==> config.mk <==
export PLATFORM = sky130hd
export DESIGN_NAME = mem_port_sequencer
export DESIGN_NICKNAME = d
export VERILOG_FILES = /design/src/rtl/mem_port_sequencer.sv
export SDC_FILE = /design/constraint.sdc
export NUM_CORES = 1
export LEC_CHECK = 0
export CAP_MARGIN = 20
export CELL_PAD_IN_SITES_DETAIL_PLACEMENT = 0
export CELL_PAD_IN_SITES_GLOBAL_PLACEMENT = 1
export CORE_MARGIN = 1.5
export CORE_UTILIZATION = 29
export CTS_CLUSTER_DIAMETER = 150
export DETAILED_ROUTE_END_ITERATION = 10
export GPL_ROUTABILITY_DRIVEN = 0
export GPL_TIMING_DRIVEN = 0
export PLACE_DENSITY_LB_ADDON = 0.1
export SLEW_MARGIN = 20
export SYNTH_ARGS = -nofsm -noshare
export SYNTH_HDL_FRONTEND = slang
export SYNTH_SLANG_ARGS = --single-unit
==> constraint.sdc <==
create_clock -name clk -period 2.8 [get_ports clk]
set_input_delay 0.42 -clock clk [delete_from_list [all_inputs] [get_ports clk]]
set_output_delay 0.42 -clock clk [all_outputs]
set_load 0.03 [all_outputs]
==> src/rtl/mem_port_sequencer.sv <==
// Single-outstanding memory access sequencer: IDLE -> BUSY -> DONE with registered strobes.
// Optional busy-wait timeout is enabled by defining MEM_PORT_TIMEOUT_EN.
module mem_port_sequencer #(
   parameter int TIMEOUT_CYCLES = 64
) (
   input  logic        clk,
   input  logic        rst_n,
   input  logic        select,
   input  logic        permit,
   input  logic        write,
   input  logic [31:0] addr,
   input  logic [31:0] wdata,
   input  logic [3:0]  wmask,
   output logic        mem_read,
   output logic        mem_write,
   output logic [31:0] mem_addr,
   output logic [31:0] mem_wdata,
   output logic [3:0]  mem_wmask,
   input  logic        mem_resp,
   input  logic [31:0] mem_rdata,
   output logic        resp,
   output logic [31:0] rdata,
   output logic        error
);

   typedef enum logic [1:0] {
      IDLE = 2'd0,
      BUSY = 2'd1,
      DONE = 2'd2
   } state_t;

   state_t state_r;

`ifdef MEM_PORT_TIMEOUT_EN
   localparam int CW = $clog2(TIMEOUT_CYCLES + 1);
   logic [CW-1:0] cnt_r;
   logic          error_r;
   assign error = error_r;
`else
   assign error = 1'b0;
`endif

   // Sequencer state, captured request fields, strobes and completion pulse
   always_ff @(posedge clk) begin
      if (!rst_n) begin
         state_r   <= IDLE;
         mem_read  <= 1'b0;
         mem_write <= 1'b0;
         mem_addr  <= 32'h0;
         mem_wdata <= 32'h0;
         mem_wmask <= 4'h0;
         resp      <= 1'b0;
         rdata     <= 32'h0;
`ifdef MEM_PORT_TIMEOUT_EN
         cnt_r     <= '0;
         error_r   <= 1'b0;
`endif
      end else begin
         resp <= 1'b0;
         case (state_r)
            IDLE: begin
               if (select && permit) begin
                  mem_addr  <= addr;
                  mem_wdata <= wdata;
                  mem_wmask <= wmask;
                  mem_read  <= ~write;
                  mem_write <= write;
                  state_r   <= BUSY;
`ifdef MEM_PORT_TIMEOUT_EN
                  cnt_r     <= '0;
`endif
               end else begin
                  state_r <= IDLE;
               end
            end
            BUSY: begin
               // A response always beats a timeout landing on the same edge
               if (mem_resp) begin
                  if (mem_read) begin
                     rdata <= mem_rdata;
                  end else begin
                     rdata <= rdata;
                  end
                  mem_read  <= 1'b0;
                  mem_write <= 1'b0;
                  resp      <= 1'b1;
                  state_r   <= DONE;
`ifdef MEM_PORT_TIMEOUT_EN
               end else if (cnt_r == CW'(TIMEOUT_CYCLES - 1)) begin
                  mem_read  <= 1'b0;
                  mem_write <= 1'b0;
                  resp      <= 1'b1;
                  error_r   <= 1'b1;
                  state_r   <= DONE;
               end else begin
                  cnt_r   <= cnt_r + CW'(1);
                  state_r <= BUSY;
`else
               end else begin
                  state_r <= BUSY;
`endif
               end
            end
            DONE: begin
               state_r <= IDLE;
            end
            default: begin
               mem_read  <= 1'b0;
               mem_write <= 1'b0;
               state_r   <= IDLE;
            end
         endcase
      end
   end

endmodule
Yosys cells after proc, flatten, opt, wreduce, memory -nomap -nowiden
Cells that the tools add are included.
W data, S select, Z words.
Cells by class
  reduce and logical (&&, ||, !) cells: 6
  mux-type cells: 9
  equality and inequality tests: 4
  bitwise logic cells: 2
Operators with widths (count)
  $pmux W1 S3: 2
  $reduce_and A3 Y1: 2
  $mux W1: 5
  $ne A2 B2 Y1 const B: 2
  $pmux W2 S2: 1
  $reduce_and A2 Y1: 2
  $eq A2 B1 Y1 const B: 1
  $eq A2 B2 Y1 const B: 1
  $logic_not A2 Y1: 1
  $mux W2: 1
  $not A1 Y1: 2
  $logic_and A1 B1 Y1: 1
Word-level totals
  input bits: 106
  output and inout bits: 104
  register bits: 105
  word-level logic and storage cells: 29

Longest topological paths before layout
Gate-level depths: netlist (run 1).
  depth after elaboration: 3
  mapped depth: 6
  depth with buffers taken out: 3

Least setup slack after synthesis (run 1)
OpenSTA, ideal clock, no wires.
  path kind: reg-to-reg
  from: register mem_read
  to: register rdata[10]
  path buffers: 1
  cell stages (with the launch flop): 5
  required time: 2.672 ns
  arrival time: 1.183 ns
  path slack: 1.489 ns
  clock period less this slack: 1.311 ns
  setup time: 0.128 ns
  cells stage by stage: dfxtp_1 -> nand4b_1 -> buf_2 -> nand3_1 -> o21ai_0
Between the ends
  longest elaborated chain between the ends: 1
Ends and longest elaborated chain
  from (decl): line 14  | output logic mem_read,
  from (signal assigned): line 66  | mem_read <= ~write;
  $reduce_and A3 Y1 (no line)
  to (signal assigned): line 80  | rdata <= mem_rdata;
  to (signal assigned): line 82  | rdata <= rdata;
  to (decl): line 22  | output logic [31:0] rdata,
No other way between the ends.
A chain may end at the register's enable or synchronous reset.

Worst setup path after layout (run 1)
  from: register mem_read
  to: output port mem_read
No word-level cell between the ends.

==> flow_metrics.tcl, run 1 <==
set metrics [dict create \
    ir_drop_mv 0.213 \
    drive_above_1_share 0.0498 \
    post_cts_buffers 0 \
    grt_use_met1 0.198 \
    syn-instance-count 459 \
    power.total_mw 3.29 \
    cts_buffers 9 \
    fillers 1306 \
    globalRouteMet3Util 0.0579 \
    numPlacedInstances 843 \
    critPathBufInv 1 \
    grt_pass1_vias 3652 \
    ys_async_sr_fraction 0 \
    hold_viol 0 \
    yosys.area_share.simple 0.225 \
    rsz0062_at_grt "false" \
    crit_path_start_kind "flop" \
    synth_top_family_by_area "simple AND/OR/NAND/NOR gates" \
    synth_top_flop_cell "dfxtp_1" \
    regArea_um2 2100 \
    cpPeakStageDelay_ps 710 \
    grt_pass1_wl_um 18600 \
    critical_path_class "reg2out" \
    die-area_um2 14100 \
    routed_via_density 4.41 \
    yosysSeqAreaShare 0.542 \
    critPathCaptureType "output pin" \
    wirelength_um 11800 \
    drtPass1Iterations 4 \
    finalCritPeriodShare 0.647 \
    drt-initial-drc-count 189 \
    clock-root-buffer "clkbuf_16" \
    tritoncts "built" \
    num_vias 3784 \
    grt.busiest_layer "met2" \
    cts_resized 0 \
    clock_skew_ps 5.53 \
    syn-num-nets 565 \
    finalNonFillerCells 859 \
    grtUsageMet2 0.279 \
    ys_warn_count 0 \
    synth_top_area_cell "dfxtp_1" \
    finalSetupViolations 0 \
    required_ps 2380 \
    netlist_area_um2 3880 \
    multi_input_area_um2 1580 \
    antenna_found_initial 0 \
    avgSynthCellArea_um2 8.45 \
    yosys.area_share.adder 0 \
    synthTopCellsByCount "nand2_1, dfxtp_1, a21boi_1, o21ai_0, nand3_1" \
    coreArea_um2 13100 \
    hold_buffers 0 \
    synth_top_area_frac 0.542 \
    finalMaxSlewViolations 0 \
    grt_max_degree 16 \
    place_hpwl_um 8760 \
    initial_core_util 0.295 \
    synth.top_cells.by_area "dfxtp_1, nand2_1, a21boi_1" \
    final_nets 784 \
    synth_edf_count 0 \
    synthMuxAreaShare 0 \
    drc 0 \
    cp_data_arrival_time_ps 1390 \
    timing.final.crit_period_ps 1810 \
    p_leak_nw 2.37 \
    power-per-cell-area_nw_per_um2 510 \
    cts_max_level 3 \
    portBuffers 208 \
    synth.distinct_cells 21 \
    crit_family "buffers and inverters" \
    cap_violations 0 \
    dp_slack_ps 744 \
    setup_slack_ps 987 \
    fp.dieW_um 119 \
    synth_xor_area_frac 0 \
    chipHeight_um 119 \
    yosysMostFrequentCell "nand2_1" \
    synth-compound-area-share 0.181 \
    diodes 0 \
    crit_chain "clkdlybuf4s50_1" \
    overflow 0 \
    status "finished, final reports clean" \
    cts.path.max_buffers 2 \
    clk_latency_ps 340 \
    worstHoldPathType "reg2reg" \
    clock_sinks 105 \
    fmax_ghz 0.552 \
    crit_path_max_fanout 3 \
    ys_ff_latch 105 \
    grt_usage 0.167 \
    utilization 0.492 \
    routedWlPerCell_um 13.8 \
    cp_slowest_cell "clkdlybuf4s50_1" \
    rows 42 \
    clk_pin_slew_ps 60 \
    ioPinCount 210 \
    areaGrowthSynthToFinish_pct 66.5 \
    ant_nets 0 \
    finalSetupTns_ps 0 \
]
==> final cells by class <==
cell class,instances,share of cell area
Buffer,38,0.0298
Clock buffer,14,0.0409
Clock inverter,2,0.00194
Inverter,1,0.000581
Multi-Input combinational cell,315,0.245
Sequential cell,105,0.326
Tap cell,176,0.0341
Timing Repair Buffer,208,0.322
==> worst paths after layout <==
kind	from	to	slack, ps	cells past startpoint
setup / recovery	mem_read	mem_read	990	1
setup reg to reg	state_r[0]	mem_read	1310	5
hold / removal	mem_wdata[12]	mem_wdata[12]	450	2
hold reg to reg	mem_wdata[12]	mem_wdata[12]	450	2
==> layer usage <==
metal / part of all wire / routed length (µm) / vias to the layer above
met5: 0 / 0 / -
met3: 0.078 / 924 / 11
met1: 0.43 / 5050 / 1717
li1: - / - / 1940
met4: 0.014 / 164 / 0
met2: 0.48 / 5680 / 116
==> state kept, by name, indices dropped and copies added (netlist names) <==
register	flops
mem_addr	32
mem_write	1
resp	1
mem_wmask	4
state_r	2
rdata	32
mem_read	1
mem_wdata	32
==> per-stage QoR <==
step                area (µm²)  hold slack [ps]
finish                    6460              452
global route              6460              467
CTS                       6460              454
detailed placement        6180              445
global placement          6180              440
floorplan                 3880              549
==> kinds of logic (layout without fill, tap and decap cells) <==
logic type | after synthesis | in the layout
buf+inv | 39 | 263
simple gates | 210 | 210
other cells | 1 | 1
flops | 105 | 105
compound gates | 104 | 104
==> power breakdown <==
group          total [mW]  switching [mW]  internal [mW]
registers            1.57          0.0265           1.54
clock network        1.18           0.532          0.652
logic               0.535           0.257          0.278
total                3.29           0.815           2.48
==> cell usage in the layout, fill, tap and decap left out <==
master and count:
buf_1 3, nand4bb_1 1, and4b_1 2, a21boi_1 68, clkinv_2 1, conb_1 1, nor2_1 1, clkinvlp_4 1
inv_1 1, nand2_1 169, clkdlybuf4s50_1 208, clkbuf_8 2, nor4bb_1 1, buf_4 2, clkbuf_16 9, o21ai_0 33
nand4b_1 1, buf_2 16, and4_1 2, nand3_1 32, dfxtp_1 105, clkbuf_1 17, buf_6 3, a41o_1 2
nor3b_1 1, o21a_1 1
(Power assumes the default switching activity.)
==> run 2: changes to the inputs <==
- CORE_UTILIZATION: 29 -> 24
- clock period: 2.8 -> 1.61 ns (I/O delays scaled with it)
==> flow_metrics.tcl, run 2 (synthesized netlist as in run 1, its figures left out) <==
set metrics [dict create \
    portBuffers 208 \
    cap_violations 0 \
    num_vias 3805 \
    antenna_found_initial 0 \
    crit_end "mem_addr[4]" \
    tightestPinTransition_ps 540 \
    initial_core_util 0.245 \
    critPathCaptureType "flop" \
    drtPass1Iterations 4 \
    fmax_ghz 0.697 \
    utilization 0.411 \
    cp_data_arrival_time_ps 1710 \
    areaGrowthSynthToFinish_pct 67.7 \
    drt-initial-drc-count 121 \
    grt_usage 0.146 \
    fp.dieW_um 130 \
    clk_pin_slew_ps 70 \
    drc 0 \
    fillers 1618 \
    clk_latency_ps 350 \
    finalMaxSlewViolations 0 \
    crit_path_start_kind "input port" \
    tritoncts "built" \
    placed_area_um2 6230 \
    routed_via_density 4.23 \
    timing.final.crit_period_ps 1430 \
    hold_buffers 0 \
    numPlacedInstances 883 \
    startpoint "permit" \
    coreArea_um2 15800 \
    finalSetupViolations 0 \
    most-common-layout-cells "nand2_1, clkdlybuf4s50_1, dfxtp_1, dlygate4sd2_1, a21boi_1" \
    max_slew_margin 0.640 \
    cts_buffers 9 \
    final_common_cell "nand2_1" \
    finalNonFillerCells 900 \
    wirelength_um 12500 \
    ioPinCount 210 \
    ir_drop_mv 0.458 \
    rrSetupSlack_ps 190 \
    overflow 0 \
    final_nets 785 \
    status "finished, final reports clean" \
    holdWs_ps 434 \
    power-per-cell-area_nw_per_um2 921 \
    routedWlPerCell_um 13.9 \
    diodes 0 \
    required_ps 1890 \
    clock_skew_ps 6.84 \
    clock-root-buffer "clkbuf_16" \
    grt_pass1_wl_um 19100 \
    die-area_um2 16900 \
    chipHeight_um 130 \
    rsz0062_at_grt "false" \
    cts_max_level 3 \
    top_regs "mem_addr: 32 flops, mem_wdata: 32 flops, rdata: 32 flops" \
    place_hpwl_um 9150 \
    rows 46 \
    r2r-start "state_r[0]" \
    grt_max_degree 18 \
    grt_pass1_vias 3747 \
    cts.path.max_buffers 2 \
    ant_nets 0 \
    worstRegToRegCells 6 \
    rr_endpoint "mem_addr[4]" \
    critical_path_class "in2reg" \
    clock_sinks 105 \
    p_leak_nw 3.09 \
    fin_area_um2 6500 \
    finalCritPeriodShare 0.891 \
    worstHoldPathType "in2reg" \
    hold_viol 0 \
    power.total_mw 5.99 \
    drive_above_1_share 0.0658 \
    crit_path_max_fanout 10 \
]
run 2: metal layers:
| layer | share of wire | vias up | global-route usage |
|---|---|---|---|
| met5 | 0 | - | 0 |
| met4 | 0.021 | 0 | 0.0667 |
| met3 | 0.087 | 18 | 0.0472 |
| met2 | 0.45 | 140 | 0.233 |
| met1 | 0.45 | 1696 | 0.180 |
| li1 | - | 1951 | - |
run 2: cell type report:
cell class,count,area [µm²],share of cell area
sequential,105,2100,0.324
timing repair buffer,209,2020,0.311
multi-input combinational,315,1580,0.243
tap,216,270,0.0416
clock buffer,9,225,0.0346
buffer,38,201,0.0310
clock inverter,7,93.8,0.0144
inverter,1,3.75,0.000577
run 2: timing repair:
action,CTS,global route
endpoints found under the setup margin,86,69
gates resized for setup,86,28
endpoints found under the hold margin,0,0
buffers inserted,0,1
pin swaps,0,2
run 2: report_power, final:
part           internal (mW)  total [mW]  switching, mW
registers               2.69        2.73         0.0431
logic                  0.436       0.890          0.454
clock network           1.36        2.37           1.01
total                   4.49        5.99           1.50
run 2: how the worst min path moves through the flow:
stage | start | endpoint | slack (ps) | cells past startpoint
finish | addr[24] | mem_addr[24] | 430 | 3
global route | addr[22] | mem_addr[22] | 420 | 3
CTS | addr[24] | mem_addr[24] | 420 | 3
detailed placement | mem_addr[20] | mem_addr[20] | 440 | 2
global placement | mem_addr[9] | mem_addr[9] | 440 | 2
floorplan | addr[10] | mem_addr[10] | 380 | 2
run 2: stage by stage:
step	setup WS, ps	setup TNS (ps)
4_1_cts	0.520	0
5_1_grt	11.1	0
3_3_place_gp	-249	-17100
2_1_floorplan	299	0
6_report	175	0
3_5_place_dp	-263	-20350
run 2: worst max-delay path: stages:
cell             delay, ps
clkdlybuf4s50_1        470
nor4bb_1               290
buf_4                  220
buf_6                  160
buf_6                  150
nand2_1                 60
a21boi_1               110
